### src/rtl/mcycle_ctrl_if.sv
// Bus between the multi-cycle MIPS controller and its datapath.
// Handshake: Op/Funct are held stable by the datapath from DT until the
// instruction's last state; MemReady=1 completes a MEM access in that cycle,
// MemReady=0 keeps the controller in MEM with its MEM strobes held.
interface mcycle_ctrl_if;
  logic [5:0]  Op;
  logic [5:0]  Funct;
  logic        Equal;
  logic        MemReady;
  logic        PCWrite;
  logic        IRWrite;
  logic        RegWrite;
  logic        MemWrite;
  logic [1:0]  NPCSel;
  logic        RegDst;
  logic        ALUsrc;
  logic        MemtoReg;
  logic        JAL;
  logic        JR;
  logic        JALR;
  logic [1:0]  ExtOp;
  logic [3:0]  ALUOp;
  logic [2:0]  State;
  logic [31:0] InstrCnt;
  logic        Illegal;

  // Controller side
  modport slave (
    input  Op, Funct, Equal, MemReady,
    output PCWrite, IRWrite, RegWrite, MemWrite, NPCSel, RegDst, ALUsrc,
           MemtoReg, JAL, JR, JALR, ExtOp, ALUOp, State, InstrCnt, Illegal
  );

  // Datapath side
  modport master (
    output Op, Funct, Equal, MemReady,
    input  PCWrite, IRWrite, RegWrite, MemWrite, NPCSel, RegDst, ALUsrc,
           MemtoReg, JAL, JR, JALR, ExtOp, ALUOp, State, InstrCnt, Illegal
  );
endinterface

### src/rtl/mcycle_ctrl.sv
// Multi-cycle MIPS control unit: IF/DT/EX/MEM/WB FSM, combinational decode
// of selects from Op/Funct, state-qualified strobes, retired-instruction count.
module mcycle_ctrl (
  input  logic         Clk,
  input  logic         Reset,
  mcycle_ctrl_if.slave bus
);

  typedef enum logic [2:0] {
    S_IF  = 3'd0,
    S_DT  = 3'd1,
    S_EX  = 3'd2,
    S_MEM = 3'd3,
    S_WB  = 3'd4
  } state_t;

  typedef enum logic [3:0] {
    I_ADDU, I_SUBU, I_SLL, I_JR, I_JALR, I_ORI, I_LUI,
    I_LW, I_SW, I_BEQ, I_J, I_JAL, I_BAD
  } instr_t;

  state_t      r_state;
  state_t      w_next;
  logic [31:0] r_instr_cnt;
  instr_t      w_instr;
  logic        w_alu;
  logic        w_retire;
  logic [1:0]  w_npc_sel;
  logic        w_reg_dst, w_alu_src, w_mem_to_reg, w_jal, w_jr, w_jalr;
  logic [1:0]  w_ext_op;
  logic [3:0]  w_alu_op;
  logic        w_pc_write, w_ir_write, w_reg_write, w_mem_write, w_illegal;

  // Classify the opcode/funct pair into one instruction kind
  always_comb begin
    w_instr = I_BAD;
    case (bus.Op)
      6'b000000: begin
        case (bus.Funct)
          6'b100001: w_instr = I_ADDU;
          6'b100011: w_instr = I_SUBU;
          6'b000000: w_instr = I_SLL;
          6'b001000: w_instr = I_JR;
          6'b001001: w_instr = I_JALR;
          default:   w_instr = I_BAD;
        endcase
      end
      6'b001101: w_instr = I_ORI;
      6'b001111: w_instr = I_LUI;
      6'b100011: w_instr = I_LW;
      6'b101011: w_instr = I_SW;
      6'b000100: w_instr = I_BEQ;
      6'b000010: w_instr = I_J;
      6'b000011: w_instr = I_JAL;
      default:   w_instr = I_BAD;
    endcase
  end

  assign w_alu = (w_instr == I_ADDU) || (w_instr == I_SUBU) || (w_instr == I_SLL) ||
                 (w_instr == I_ORI)  || (w_instr == I_LUI);

  // Datapath selects depend only on the instruction, so they stay constant
  // for as long as Op/Funct are held
  always_comb begin
    w_npc_sel    = 2'd0;
    w_reg_dst    = 1'b0;
    w_alu_src    = 1'b0;
    w_mem_to_reg = 1'b0;
    w_jal        = 1'b0;
    w_jr         = 1'b0;
    w_jalr       = 1'b0;
    w_ext_op     = 2'd0;
    w_alu_op     = 4'd0;
    case (w_instr)
      I_ADDU: w_reg_dst = 1'b1;
      I_SUBU: begin w_reg_dst = 1'b1; w_alu_op = 4'd1; end
      I_SLL:  begin w_reg_dst = 1'b1; w_alu_op = 4'd4; end
      I_JR:   begin w_npc_sel = 2'd3; w_jr = 1'b1; end
      I_JALR: begin w_npc_sel = 2'd3; w_jalr = 1'b1; w_reg_dst = 1'b1; end
      I_ORI:  begin w_alu_src = 1'b1; w_alu_op = 4'd2; end
      I_LUI:  begin w_alu_src = 1'b1; w_ext_op = 2'd2; w_alu_op = 4'd3; end
      I_LW:   begin w_ext_op = 2'd1; w_alu_src = 1'b1; w_mem_to_reg = 1'b1; end
      I_SW:   begin w_ext_op = 2'd1; w_alu_src = 1'b1; end
      I_BEQ:  begin w_ext_op = 2'd1; w_alu_op = 4'd1; w_npc_sel = 2'd1; end
      I_J:    w_npc_sel = 2'd2;
      I_JAL:  begin w_npc_sel = 2'd2; w_jal = 1'b1; end
      default: ;
    endcase
  end

  // Per-state strobes; everything is silenced while Reset is high
  always_comb begin
    w_pc_write  = 1'b0;
    w_ir_write  = 1'b0;
    w_reg_write = 1'b0;
    w_mem_write = 1'b0;
    w_illegal   = 1'b0;
    if (!Reset) begin
      case (r_state)
        S_IF: begin
          w_ir_write = 1'b1;
          w_pc_write = 1'b1;
        end
        S_DT: begin
          w_pc_write  = (w_instr == I_J) || (w_instr == I_JAL);
          w_reg_write = (w_instr == I_JAL);
          w_illegal   = (w_instr == I_BAD);
        end
        S_EX: begin
          if (w_instr == I_BEQ) w_pc_write = bus.Equal;
          else w_pc_write = (w_instr == I_JR) || (w_instr == I_JALR);
          w_reg_write = (w_instr == I_JALR);
        end
        S_MEM: w_mem_write = (w_instr == I_SW);
        S_WB:  w_reg_write = 1'b1;
        default: ;
      endcase
    end
  end

  // Next state, plus the retire flag raised in each instruction's final state
  always_comb begin
    w_next   = S_IF;
    w_retire = 1'b0;
    case (r_state)
      S_IF: w_next = S_DT;
      S_DT: begin
        if (w_instr == I_J || w_instr == I_JAL) begin
          w_next   = S_IF;
          w_retire = 1'b1;
        end else if (w_instr == I_BAD) begin
          w_next = S_IF;
        end else begin
          w_next = S_EX;
        end
      end
      S_EX: begin
        if (w_instr == I_LW || w_instr == I_SW) begin
          w_next = S_MEM;
        end else if (w_alu) begin
          w_next = S_WB;
        end else begin
          w_next   = S_IF;
          w_retire = 1'b1;
        end
      end
      S_MEM: begin
        if (!bus.MemReady) begin
          w_next = S_MEM;
        end else if (w_instr == I_LW) begin
          w_next = S_WB;
        end else begin
          w_next   = S_IF;
          w_retire = 1'b1;
        end
      end
      S_WB: begin
        w_next   = S_IF;
        w_retire = 1'b1;
      end
      default: w_next = S_IF;
    endcase
  end

  // State register and retired-instruction counter (wraps naturally)
  always_ff @(posedge Clk) begin
    if (Reset) begin
      r_state     <= S_IF;
      r_instr_cnt <= 32'd0;
    end else begin
      r_state <= w_next;
      if (w_retire) r_instr_cnt <= r_instr_cnt + 32'd1;
    end
  end

  assign bus.State    = r_state;
  assign bus.InstrCnt = r_instr_cnt;
  assign bus.PCWrite  = w_pc_write;
  assign bus.IRWrite  = w_ir_write;
  assign bus.RegWrite = w_reg_write;
  assign bus.MemWrite = w_mem_write;
  assign bus.Illegal  = w_illegal;
  assign bus.NPCSel   = (r_state == S_IF) ? 2'd0 : w_npc_sel;
  assign bus.RegDst   = w_reg_dst;
  assign bus.ALUsrc   = w_alu_src;
  assign bus.MemtoReg = w_mem_to_reg;
  assign bus.JAL      = w_jal;
  assign bus.JR       = w_jr;
  assign bus.JALR     = w_jalr;
  assign bus.ExtOp    = w_ext_op;
  assign bus.ALUOp    = w_alu_op;

endmodule

### src/flat_wrapper.sv
// flat-port wrapper written by rule: the top's interface ports become plain ports
module mcycle_ctrl_flat 
  (Clk, Reset, bus_Op, bus_Funct, bus_Equal, bus_MemReady, bus_PCWrite, bus_IRWrite, bus_RegWrite, bus_MemWrite, bus_NPCSel, bus_RegDst, bus_ALUsrc, bus_MemtoReg, bus_JAL, bus_JR, bus_JALR, bus_ExtOp, bus_ALUOp, bus_State, bus_InstrCnt, bus_Illegal);
  mcycle_ctrl_if bus_i ();
  input  logic Clk;
  input  logic Reset;
  input wire logic [$bits(bus_i.Op)-1:0] bus_Op;
  input wire logic [$bits(bus_i.Funct)-1:0] bus_Funct;
  input wire logic [$bits(bus_i.Equal)-1:0] bus_Equal;
  input wire logic [$bits(bus_i.MemReady)-1:0] bus_MemReady;
  output wire logic [$bits(bus_i.PCWrite)-1:0] bus_PCWrite;
  output wire logic [$bits(bus_i.IRWrite)-1:0] bus_IRWrite;
  output wire logic [$bits(bus_i.RegWrite)-1:0] bus_RegWrite;
  output wire logic [$bits(bus_i.MemWrite)-1:0] bus_MemWrite;
  output wire logic [$bits(bus_i.NPCSel)-1:0] bus_NPCSel;
  output wire logic [$bits(bus_i.RegDst)-1:0] bus_RegDst;
  output wire logic [$bits(bus_i.ALUsrc)-1:0] bus_ALUsrc;
  output wire logic [$bits(bus_i.MemtoReg)-1:0] bus_MemtoReg;
  output wire logic [$bits(bus_i.JAL)-1:0] bus_JAL;
  output wire logic [$bits(bus_i.JR)-1:0] bus_JR;
  output wire logic [$bits(bus_i.JALR)-1:0] bus_JALR;
  output wire logic [$bits(bus_i.ExtOp)-1:0] bus_ExtOp;
  output wire logic [$bits(bus_i.ALUOp)-1:0] bus_ALUOp;
  output wire logic [$bits(bus_i.State)-1:0] bus_State;
  output wire logic [$bits(bus_i.InstrCnt)-1:0] bus_InstrCnt;
  output wire logic [$bits(bus_i.Illegal)-1:0] bus_Illegal;
  assign bus_i.Op = bus_Op;
  assign bus_i.Funct = bus_Funct;
  assign bus_i.Equal = bus_Equal;
  assign bus_i.MemReady = bus_MemReady;
  assign bus_PCWrite = bus_i.PCWrite;
  assign bus_IRWrite = bus_i.IRWrite;
  assign bus_RegWrite = bus_i.RegWrite;
  assign bus_MemWrite = bus_i.MemWrite;
  assign bus_NPCSel = bus_i.NPCSel;
  assign bus_RegDst = bus_i.RegDst;
  assign bus_ALUsrc = bus_i.ALUsrc;
  assign bus_MemtoReg = bus_i.MemtoReg;
  assign bus_JAL = bus_i.JAL;
  assign bus_JR = bus_i.JR;
  assign bus_JALR = bus_i.JALR;
  assign bus_ExtOp = bus_i.ExtOp;
  assign bus_ALUOp = bus_i.ALUOp;
  assign bus_State = bus_i.State;
  assign bus_InstrCnt = bus_i.InstrCnt;
  assign bus_Illegal = bus_i.Illegal;
  mcycle_ctrl u_core (.Clk(Clk), .Reset(Reset), .bus(bus_i));
endmodule
### config.mk
export PLATFORM = sky130hd
export DESIGN_NAME = mcycle_ctrl_flat
export DESIGN_NICKNAME = d
export VERILOG_FILES = /design/src/rtl/mcycle_ctrl_if.sv /design/src/rtl/mcycle_ctrl.sv /design/src/flat_wrapper.sv
export SDC_FILE = /design/constraint.sdc
export NUM_CORES = 1
export LEC_CHECK = 0
export ABC_AREA = 1
export BUFFER_PORTS_ARGS = -buffer_cell sky130_fd_sc_hd__buf_2
export CAP_MARGIN = 20
export CORE_ASPECT_RATIO = 1.1
export CORE_MARGIN = 1.5
export CORE_UTILIZATION = 49
export CTS_CLUSTER_SIZE = 10
export DETAILED_ROUTE_END_ITERATION = 6
export PLACE_DENSITY = 0.77
export SYNTH_ARGS = -nofsm -noshare
export SYNTH_HDL_FRONTEND = slang
export SYNTH_SLANG_ARGS = --single-unit
export TNS_END_PERCENT = 100
### constraint.sdc
create_clock -name Clk -period 1.5 [get_ports Clk]
set_input_delay 0.15 -clock Clk [delete_from_list [all_inputs] [get_ports Clk]]
set_output_delay 0.15 -clock Clk [all_outputs]
set_load 0.005 [all_outputs]
==> results of run 1 <==
per-layer routing:
metal  global-route usage [%]  GRT overflow
met5                    11.54             2
met4                    107.1           115
met3                    69.78             5
met2                    132.6           437
met1                    87.80             3
metrics by stage:
| stage | utilization (%) | setup WS, ns | TNS [ns] | hold WS [ns] | std cells |
|---|---|---|---|---|---|
| after floorplan | - | -0.01072 | -0.01886 | 0.3716 | 429 |
| after global placement | 71.51 | -0.2463 | -7.588 | 0.4489 | 664 |
| after detailed placement | 71.51 | -0.3158 | -9.308 | 0.4505 | 664 |
| after CTS | 91.06 | -0.1533 | -2.867 | 0.1490 | 709 |
cells in the mapped netlist, types with 6 or more instances:
library cell | instances | area [sq um]
dfxtp_1 | 35 | 700.7
nor4_1 | 8 | 50.05
nor3_1 | 20 | 100.1
nand4_1 | 12 | 75.07
a21oi_2 | 30 | 262.8
xor2_1 | 19 | 166.4
inv_1 | 47 | 176.4
nand2_1 | 76 | 285.3
nand2_2 | 30 | 187.7
nor2_1 | 41 | 153.9
nor2_2 | 6 | 37.54
xnor2_1 | 11 | 96.34
nand3_1 | 48 | 240.2
repair_timing:
item | in CTS
pin swaps | 67
gates cloned | 7
setup buffers | 31
setup endpoints to repair | 43
gates resized for setup | 146
logic make-up after synthesis:
logic type / Yosys count / share of synthesized area [%]
XOR/XNOR: 30 / 8.883
AO/OA/AOI/OAI: 39 / 10.45
AND/OR/NAND/NOR: 258 / 45.47
buffers and inverters: 65 / 10.96
adder cells (fa/ha/maj): 1 / 0.4229
other: 1 / 0.1268
flip-flops: 35 / 23.69
==> flow_summary_export.csv, run 1 <==
group,metric,value,unit
status,status,"stopped before the end",
grt,grt_usage,97.11,%
synthesis,synth_top_flop_cell,"dfxtp_1",
clock_tree,cts-root-buf,"clkbuf_8",
floorplan,initial_core_util,50.95,%
synthesis,synthCells,429,
clock_tree,cts_sinks,35,
status,error,"[ERROR GRT-0232] Routing congestion too high. Check the congestion heatmap in the GUI.",
place,portBuffers,68,
clock_tree,hold_buffers,0,
synthesis,syn_nets,446,
sta,worst_path_end_type,"output port",
synthesis,syn_area,2958,sq um
floorplan,rows,29,
clock_tree,clk_path_buf_depth,2,
synthesis,synth_seq_cells,35,
grt,grt_overflow_total,562,
synthesis,syn_area_per_cell,6.895,sq um
synthesis,ys_warn_count,0,
clock_tree,htree_levels,2,
place,place.gp.congestion,0.9148,
synthesis,synth_edf_count,0,
grt,grt_start_max_net_pins,29,
status,haltStage,"global routing",
synthesis,synth.distinct_cells,34,
synthesis,ys_seq_area_share,23.69,%
clock_tree,cts_buffers,5,
floorplan,fp.dieH,84.49,um
place,dp_hpwl,7058,um
synthesis,synthArstFlopShare,0,%
place,postPlaceCellArea,4151,sq um
floorplan,die_w,77.08,um
sta,grt-worst-endpoint,"bus_PCWrite",
floorplan,io_pins,70,
==> inputs of run 2 (changes only) <==
--- a/config.mk
+++ b/config.mk
@@ -8,12 +8,10 @@
 export ABC_AREA = 1
 export BUFFER_PORTS_ARGS = -buffer_cell sky130_fd_sc_hd__buf_2
 export CAP_MARGIN = 20
-export CORE_ASPECT_RATIO = 1.1
 export CORE_MARGIN = 1.5
-export CORE_UTILIZATION = 49
-export CTS_CLUSTER_SIZE = 10
+export CORE_UTILIZATION = 35
 export DETAILED_ROUTE_END_ITERATION = 6
-export PLACE_DENSITY = 0.77
+export PLACE_DENSITY_LB_ADDON = 0.15
 export SYNTH_ARGS = -nofsm -noshare
 export SYNTH_HDL_FRONTEND = slang
 export SYNTH_SLANG_ARGS = --single-unit
==> constraint.sdc (replaced) <==
create_clock -name Clk -period 1.95 [get_ports Clk]
set_input_delay 0.195 -clock Clk [delete_from_list [all_inputs] [get_ports Clk]]
set_output_delay 0.195 -clock Clk [all_outputs]
set_load 0.005 [all_outputs]
==> flow_summary_export.csv, run 2 <==
group,metric,value,unit
floorplan,initial_core_util,36.00,%
clock_tree,clk_path_buf_depth,2,
sta,min_period,1.882,ns
sta,clock_skew,0.008793,ns
critical_path,critPathCaptureType,"primary output",
place,dp_hpwl,6541,um
synthesis,syn_area_per_cell,6.895,sq um
clock_tree,cts-root-buf,"clkbuf_8",
clock_tree,cts_buffers,5,
layout,nets,539,
sta,setup_slack,0.06838,ns
clock_tree,cts_tree,"done",
status,status,"finished, final reports clean",
drt,wl_per_cell,13.54,um
layout,nFillCells,892,
clock_tree,hold_buffers,0,
synthesis,synth_top_area_share,23.69,%
clock_tree,clkTransAtPathRegs,0.07,ns
power,peakVddDrop,287.8,uV
layout,area_growth,25.21,%
synthesis,synth_common_cells,"nand2_1, nand3_1, inv_1, nor2_1, dfxtp_1",
sta,hold_viol_final,0,
grt,grt_pass1_wl,13670,um
critical_path,start_kind,"primary input",
sta,drv_slew,0,
sta,setup_tns,0,ns
layout,final_common_cell,"nand2_1",
clock_tree,htree_levels,2,
drt,drtPass1Iterations,4,
synthesis,synth_edf_count,0,
floorplan,die_w,94.93,um
grt,grt_pass1_vias,2799,
layout,final_util,45.07,%
critical_path,path_class,"in -> out",
layout,layout_common_cells,"nand2_1, buf_2, inv_1, nand3_1, nor2_1",
sta,timing.hold.ws,0.2190,ns
clock_tree,clock_latency,0.29,ns
synthesis,ys_seq_area_share,23.69,%
synthesis,synth_top_flop_cell,"dfxtp_1",
synthesis,synth_area_leaders,"dfxtp_1, nand2_1, a21oi_2",
synthesis,syn_area,2958,sq um
synthesis,synth_seq_cells,35,
critical_path,crit_start,"bus_Op[4]",
sta,clock.fmax,531.5,MHz
drt,num_vias,3084,
synthesis,synthArstFlopShare,0,%
floorplan,coreArea,8217,sq um
floorplan,rows,33,
synthesis,yosysMostFrequentCell,"nand2_1",
grt,grt_overflow_total,0,
layout,final-seq-area,700.7,sq um
drt,drt_iter0_markers,156,
critical_path,crit_fanout,7,
sta,period_share,96.49,%
place,portBuffers,68,
drt,vias_per_cell,4.911,
power,power_density,402.7,nW/um^2
critical_path,critPathArrivalTime,1.69,ns
place,pre_cts_slack,0.009303,ns
sta,finalSetupViolations,0,
floorplan,dieArea,9012,sq um
place,place.gp.congestion,0.9031,
synthesis,synth.distinct_cells,34,
power,p_leak,1.692,nW
grt,grt_start_max_net_pins,33,
job,cap_violations,0,
synthesis,synthCells,429,
drt,wirelength,8505,um
layout,multi_input_area,1972,sq um
layout,drive_above_1_share,38.05,%
grt,grt_usage,19.18,%
critical_path,reg2reg_from,"u_core.bus.InstrCnt[1]",
layout,antennaDiodeCount,0,
grt,antenna_found_initial,0,
floorplan,io_pins,70,
hold_path,min-delay-start,"Reset",
drt,detail-route-antenna-nets,0,
layout,largest_reg_flops,32,
synthesis,syn_nets,446,
drt,drc_errors,0,
synthesis,ys_warn_count,0,
clock_tree,cts_sinks,35,
synthesis,synth.largest_area_cell,"dfxtp_1",
sta,rsz0062_at_grt,"true",
floorplan,fp.dieH,94.93,um
critical_path,crit_required,1.75,ns
hold_path,hp-class,"in -> reg",
power,power,1.492,mW
[run 2: cell counts after synthesis]
No cell type changed its count.
[run 2: path summary, 6_finish.rpt]
| kind | end | slack [ns] | depth (start not counted) |
|---|---|---|---|
| worst max-delay path | bus_PCWrite | 0.07 | 13 |
| worst min-delay path | u_core.bus.InstrCnt[9] | 0.22 | 2 |
| worst max register to register | u_core.bus.InstrCnt[28] | 0.17 | 8 |
| worst min register to register | u_core.bus.InstrCnt[3] | 0.52 | 2 |
[run 2: per-layer routing]
metal	vias up	part of all wire, %	GRT usage (%)
met1	1420	47	26.09
li1	1588	-	-
met5	-	0	0
met3	5	4.9	2.899
met4	0	0.61	3.607
met2	71	47	32.08
[run 2: cell families (layout without fill, tap and decap cells)]
logic type | count (synthesis) | in the layout | synth area share (%)
XOR/XNOR | 30 | 30 | 8.883
flip-flops | 35 | 35 | 23.69
other | 1 | 1 | 0.1268
adder cells (fa/ha/maj) | 1 | 1 | 0.4229
AO/OA/AOI/OAI | 39 | 39 | 10.45
AND/OR/NAND/NOR | 258 | 258 | 45.47
buffers and inverters | 65 | 159 | 10.96
[run 2: repair_timing]
item,CTS,global route
gates resized for setup,0,10
endpoints found under the setup margin,0,4
buffers inserted,0,4
endpoints found under the hold margin,0,0
[run 2: final cells by class]
| type | count | share of cell area (%) |
|---|---|---|
| multi-input cells | 329 | 53.24 |
| well taps | 105 | 3.547 |
| clock buffers | 8 | 2.703 |
| inverters | 51 | 5.236 |
| repair buffers | 100 | 16.35 |
| flip-flops and latches | 35 | 18.92 |
[run 2: power breakdown]
group	internal (mW)	switching, mW	total (mW)
Sequential	0.718	0.00299	0.721
Combinational	0.0573	0.115	0.172
Clock	0.323	0.275	0.598
Total	1.10	0.393	1.49
[run 2: critical path, stage by stage]
cell and delay, ns:
buf_2 0.12, nor2_4 0.27, nand3_4 0.15, inv_4 0.10, nand2_1 0.08, nand2_4 0.09
nand2_4 0.05, inv_1 0.05, nand4_1 0.14, nand3_2 0.13, nand2_1 0.06, a21oi_2 0.13
buf_2 0.13
[run 2: per-stage QoR]
step | std cells | instance area (sq um)
floorplan | 429 | 2958
global placement | 616 | 3533
detailed placement | 616 | 3533
CTS | 624 | 3633
global route | 628 | 3704
finish | 628 | 3704
(Power assumes the default switching activity.)
==> inputs of run 3 (changes only) <==
--- a/config.mk
+++ b/config.mk
@@ -8,7 +8,7 @@
 export ABC_AREA = 1
 export BUFFER_PORTS_ARGS = -buffer_cell sky130_fd_sc_hd__buf_2
 export CAP_MARGIN = 20
-export CORE_MARGIN = 1.5
+export CORE_MARGIN = 10
 export CORE_UTILIZATION = 35
 export DETAILED_ROUTE_END_ITERATION = 6
 export PLACE_DENSITY_LB_ADDON = 0.15
==> flow_summary_export.csv, run 3 (synthesis results as in run 2) <==
group,metric,value,unit
place,postPlaceCellArea,3501,sq um
clock_tree,clock_latency,0.29,ns
grt,antenna_found_initial,0,
floorplan,dieArea,12530,sq um
job,cap_violations,0,
critical_path,critPathArrivalTime,1.64,ns
grt,grt_usage,13.52,%
power,p_leak,1.680,nW
clock_tree,cts_tree,"done",
sta,period_share,93.88,%
layout,drive_above_1_share,37.96,%
floorplan,die_w,111.9,um
critical_path,critPathCaptureType,"primary output",
power,power,1.413,mW
critical_path,r2r_setup_slack,0.13,ns
drt,detail-route-antenna-nets,0,
critical_path,r2r_cells,8,
drt,num_vias,3025,
layout,nFillCells,877,
floorplan,io_pins,70,
clock_tree,ctsResizeCount,0,
drt,drt_iter0_markers,176,
drt,drc_errors,0,
sta,hold_viol_final,0,
layout,design_area,3656,sq um
hold_path,hp-class,"in -> reg",
floorplan,coreArea,8217,sq um
sta,finalSetupViolations,0,
clock_tree,hold_buffers,0,
clock_tree,cts_sinks,35,
power,power_density,386.6,nW/um^2
clock_tree,cts_setup_buffers,0,
floorplan,fp.dieH,111.9,um
place,portBuffers,68,
layout,area_growth,23.60,%
place,dp_hpwl,7215,um
clock_tree,clkTransAtPathRegs,0.07,ns
critical_path,start_kind,"primary input",
sta,clock.fmax,546.3,MHz
status,status,"finished, final reports clean",
grt,grt_overflow_total,0,
place,place.gp.congestion,0.8842,
clock_tree,cts-root-buf,"clkbuf_8",
critical_path,reg2reg_from,"u_core.bus.InstrCnt[4]",
grt,grt_start_max_net_pins,32,
grt,grt_pass1_wl,14640,um
clock_tree,htree_levels,2,
drt,wl_per_cell,14.28,um
layout,layout_common_cells,"nand2_1, buf_2, nand3_1, inv_1, nor2_1",
layout,final_common_cell,"nand2_1",
layout,antennaDiodeCount,0,
clock_tree,cts_buffers,5,
layout,multi_input_area,2002,sq um
drt,vias_per_cell,4.848,
critical_path,crit_start,"bus_Op[4]",
critical_path,crit_path_end,"bus_PCWrite",
clock_tree,clk_path_buf_depth,2,
critical_path,crit_fanout,8,
critical_path,path_class,"in -> out",
floorplan,rows,33,
floorplan,initial_core_util,36.00,%
critical_path,regToRegEndpoint,"u_core.bus.InstrCnt[30]",
sta,min_period,1.831,ns
layout,largest_reg_flops,32,
layout,final-seq-area,701.9,sq um
sta,clock_skew,0.007404,ns
sta,drv_slew,0,
drt,wirelength,8913,um
layout,nets,535,
grt,grt_pass1_vias,2869,
critical_path,crit_required,1.75,ns
power,peakVddDrop,357.8,uV
drt,drtPass1Iterations,4,
[run 3: cell types whose count changed in the layout (fill, tap and decap cells not counted), sizes merged]
cell,before,now
clkinv,0,1
clkbuf,8,7
buf,100,95
nand2,110,111
[run 3: worst max-delay path, cell delays in order]
cell	delay, ns
buf_2	0.12
nor2_4	0.28
nand3_4	0.16
inv_6	0.12
nand2_4	0.06
nand2_4	0.07
nand2_4	0.06
inv_2	0.04
nand4_1	0.09
nand3_1	0.11
nand2_1	0.08
a21oi_2	0.12
buf_2	0.12
[run 3: report_power, final]
part / leakage (nW) / total (mW) / switching (mW) / internal, mW
sequential: 0.283 / 0.721 / 0.00324 / 0.718
combinational: 1.35 / 0.169 / 0.116 / 0.0531
clock: 0.0422 / 0.523 / 0.272 / 0.251
total: 1.68 / 1.41 / 0.391 / 1.02
[run 3: final cells by class]
type | count | area share [%]
Inverter | 51 | 5.373
Clock inverter | 1 | 0.1369
Sequential cell | 35 | 19.20
Timing Repair Buffer | 95 | 14.85
Multi-Input combinational cell | 330 | 54.76
Tap cell | 105 | 3.593
Clock buffer | 7 | 2.088
[run 3: worst min path at each step]
stage | endpoint | startpoint | cells past startpoint | slack, ns
2_1_floorplan | u_core.bus.State[2] | bus_MemReady | 4 | 0.42
3_3_place_gp | u_core.bus.InstrCnt[3] | u_core.bus.InstrCnt[3] | 2 | 0.51
3_5_place_dp | u_core.bus.InstrCnt[31] | u_core.bus.InstrCnt[31] | 2 | 0.51
4_1_cts | u_core.bus.State[1] | Reset | 2 | 0.21
5_1_grt | u_core.bus.State[1] | Reset | 2 | 0.22
6_report | u_core.bus.State[1] | Reset | 2 | 0.22
[run 3: metrics by stage]
stage               setup TNS, ns  utilization (%)  setup WS, ns  cells  hold WS, ns
finish                          0            44.50        0.1194    624       0.2154
global route             -0.04013            44.50      -0.02257    624       0.2236
CTS                             0            43.60       0.09448    623       0.2144
detailed placement              0            42.61       0.09268    615       0.5134
global placement                0            42.61        0.1242    615       0.5068
floorplan                       0                -        0.3811    429       0.4166
[run 3: routing by layer]
metal | routed length, um | share of wire (%) | GRT usage [%]
met1 | 4317 | 48 | 17.61
met2 | 4091 | 46 | 22.38
met3 | 414 | 4.6 | 2.845
met4 | 89 | 1.0 | 2.792
met5 | 0 | 0 | 0
==> inputs of run 4 (changes only) <==
--- a/config.mk
+++ b/config.mk
@@ -5,13 +5,13 @@
 export SDC_FILE = /design/constraint.sdc
 export NUM_CORES = 1
 export LEC_CHECK = 0
-export ABC_AREA = 1
 export BUFFER_PORTS_ARGS = -buffer_cell sky130_fd_sc_hd__buf_2
 export CAP_MARGIN = 20
 export CORE_MARGIN = 10
 export CORE_UTILIZATION = 35
 export DETAILED_ROUTE_END_ITERATION = 6
 export PLACE_DENSITY_LB_ADDON = 0.15
+export SKIP_LAST_GASP = 1
 export SYNTH_ARGS = -nofsm -noshare
 export SYNTH_HDL_FRONTEND = slang
 export SYNTH_SLANG_ARGS = --single-unit
==> flow_summary_export.csv, run 4 <==
group,metric,value,unit
sta,min_period,2.173,ns
layout,largest_reg_flops,32,
sta,clock.fmax,460.2,MHz
layout,final_common_cell,"buf_4",
sta,rsz0062_at_grt,"true",
synthesis,synth_common_cells,"nor2_1, dfxtp_1, xnor2_1, nand2_1, a21oi_1",
clock_tree,cts_tree,"done",
hold_path,whs_path_depth,4,
layout,design_area,3958,sq um
clock_tree,cts_buffers,5,
synthesis,synth.distinct_cells,54,
floorplan,die_w,102.1,um
drt,drc_errors,0,
synthesis,synth_top_area_share,29.72,%
critical_path,path_class,"in -> out",
grt,grt_pass1_vias,2558,
sta,finalSetupViolations,32,
clock_tree,cts-root-buf,"clkbuf_8",
sta,period_share,111.4,%
grt,grt_overflow_total,0,
drt,drt_iter0_markers,110,
place,dp_cells,491,
hold_path,hp-class,"in -> reg",
job,cap_violations,0,
critical_path,cp_top_family,"compound AO/OA/AOI/OAI gates",
power,power_density,398.3,nW/um^2
clock_tree,clk_path_buf_depth,2,
floorplan,rows,29,
layout,nFillCells,596,
critical_path,crit_slowest_cell,"or4b_4",
floorplan,initial_core_util,36.50,%
synthesis,syn_nets,311,
sta,setup_slack,-0.2231,ns
sta,drv_slew,0,
critical_path,crit_buf_inv,2,
place,postPlaceCellArea,3342,sq um
grt,grt_start_max_net_pins,24,
layout,layout_common_cells,"buf_4, buf_2, nor2_1, dfxtp_1, xnor2_1",
status,status,"complete, but fails checks",
layout,antennaDiodeCount,0,
sta,clock_skew,0.006969,ns
drt,wl_per_cell,15.23,um
drt,wirelength,7887,um
clock_tree,clkTransAtPathRegs,0.07,ns
clock_tree,cts_sinks,35,
synthesis,synth_seq_cells,35,
critical_path,r2r_cells,8,
critical_path,start_kind,"primary input",
synthesis,ys_warn_count,0,
critical_path,cp_num_cells,9,
sta,hold_viol_final,0,
critical_path,crit_required,1.75,ns
synthesis,ys_seq_area_share,29.72,%
synthesis,synth_edf_count,0,
clock_tree,clock_latency,0.29,ns
drt,detail-route-antenna-nets,0,
synthesis,synth.largest_area_cell,"dfxtp_1",
critical_path,crit_fanout,3,
place,place.gp.congestion,0.8840,
layout,final_cells,518,
clock_tree,hold_buffers,0,
floorplan,coreArea,6459,sq um
clock_tree,htree_levels,2,
critical_path,cpPeakStageDelay,0.55,ns
floorplan,io_pins,70,
grt,antenna_found_initial,0,
synthesis,synth_top_flop_cell,"dfxtp_1",
power,peakVddDrop,302.8,uV
critical_path,cp_cell_sequence,"buf_6, or4b_4, a21boi_4, o221ai_2, a211oi_2, nor2_2, a211o_1, a21oi_1, buf_2",
floorplan,fp.dieH,102.1,um
synthesis,syn_area,2357,sq um
drt,drtPass1Iterations,4,
grt,grt_usage,14.23,%
synthesis,synthCells,294,
layout,drive_above_1_share,50.79,%
power,p_leak,1.560,nW
grt,grt_pass1_wl,12250,um
synthesis,syn_area_per_cell,8.018,sq um
synthesis,synth_area_leaders,"dfxtp_1, xnor2_1, nor2_1",
place,dp_hpwl,5727,um
floorplan,dieArea,10420,sq um
critical_path,critPathCaptureType,"primary output",
synthesis,synthArstFlopShare,0,%
place,portBuffers,68,
critical_path,critPathArrivalTime,1.98,ns
drt,vias_per_cell,5.166,
drt,num_vias,2676,
status,violations,"setup timing",
synthesis,yosysMostFrequentCell,"nor2_1",
layout,area_growth,67.89,%
layout,nets,457,
==> run 4: changes by cell type after synthesis, moves of 14 or more <==
cell,previous run,this run
a211oi_1,0,14
a21oi_2,30,0
inv_1,47,10
nand2_1,76,18
nand2_2,30,0
nand3_1,48,13
nor3_1,20,6
xnor2_1,11,25
xor2_1,19,2
==> run 4: metrics by stage <==
| step | TNS, ns | utilization [%] | worst slack, ns | total power [mW] | hold slack, ns |
|---|---|---|---|---|---|
| floorplan | -3.744 | - | -0.3024 | 0.8916 | 0.4026 |
| global placement | -10.17 | 51.74 | -0.4011 | 0.9945 | 0.4966 |
| detailed placement | -11.00 | 51.74 | -0.4586 | 0.9958 | 0.5039 |
| CTS | -2.335 | 58.31 | -0.2108 | 1.569 | 0.2914 |
| global route | -6.322 | 61.27 | -0.3077 | 1.651 | 0.3193 |
| finish | -3.732 | 61.27 | -0.2231 | 1.576 | 0.2950 |
==> run 4: cell type report <==
type,count,area (sq um),share of cell area [%]
multi-input combinational,230,1902,48.06
tap,77,96.34,2.434
clock inverter,2,12.51,0.3162
sequential,35,705.7,17.83
timing repair buffer,158,1131,28.58
clock buffer,6,72.57,1.834
inverter,10,37.54,0.9485
==> run 4: cells by family (layout without fill, tap and decap cells) <==
logic type	count (synthesis)	count (layout)	share of synthesized area, %
AND/OR/NAND/NOR	134	134	30.31
AO/OA/AOI/OAI	65	65	22.35
flip-flops	35	35	29.72
buffers and inverters	29	176	5.998
XOR/XNOR	27	27	10.03
multiplexers	2	2	0.9023
adder cells (fa/ha/maj)	1	1	0.5307
other	1	1	0.1591
==> run 4: layer usage <==
layer  vias up  routed length [um]  global-route usage, %
met1      1255                3622                  17.75
met5         -                   0                      0
met3         9                 369                  3.509
met2        62                3848                  23.85
li1       1350                   -                      -
met4         0                  46                  3.796
==> run 4: what timing repair did <==
item	CTS	global route
hold endpoints to repair	0	0
cloned	1	0
pin swaps	34	30
gates resized for setup	37	27
endpoints found under the setup margin	24	41
setup buffers	14	4
==> run 4: power by group <==
group / internal, mW / switching [mW] / leakage [nW]
combinational: 0.158 / 0.171 / 1.23
clock: 0.250 / 0.273 / 0.0412
sequential: 0.720 / 0.00438 / 0.284
total: 1.13 / 0.448 / 1.56
==> run 4: worst paths after layout <==
path	start	to	slack (ns)
worst max-delay path	bus_Funct[5]	bus_PCWrite	-0.22
worst min-delay path	bus_MemReady	u_core.bus.State[0]	0.29
worst min register to register	u_core.bus.InstrCnt[31]	u_core.bus.InstrCnt[31]	0.53
worst max register to register	u_core.bus.InstrCnt[4]	u_core.bus.InstrCnt[23]	-0.20
==> run 4: worst min-delay path: stages <==
cell and delay (ns):
buf_2 0.09, o21ai_0 0.11, o21ai_0 0.10, nor3_1 0.05
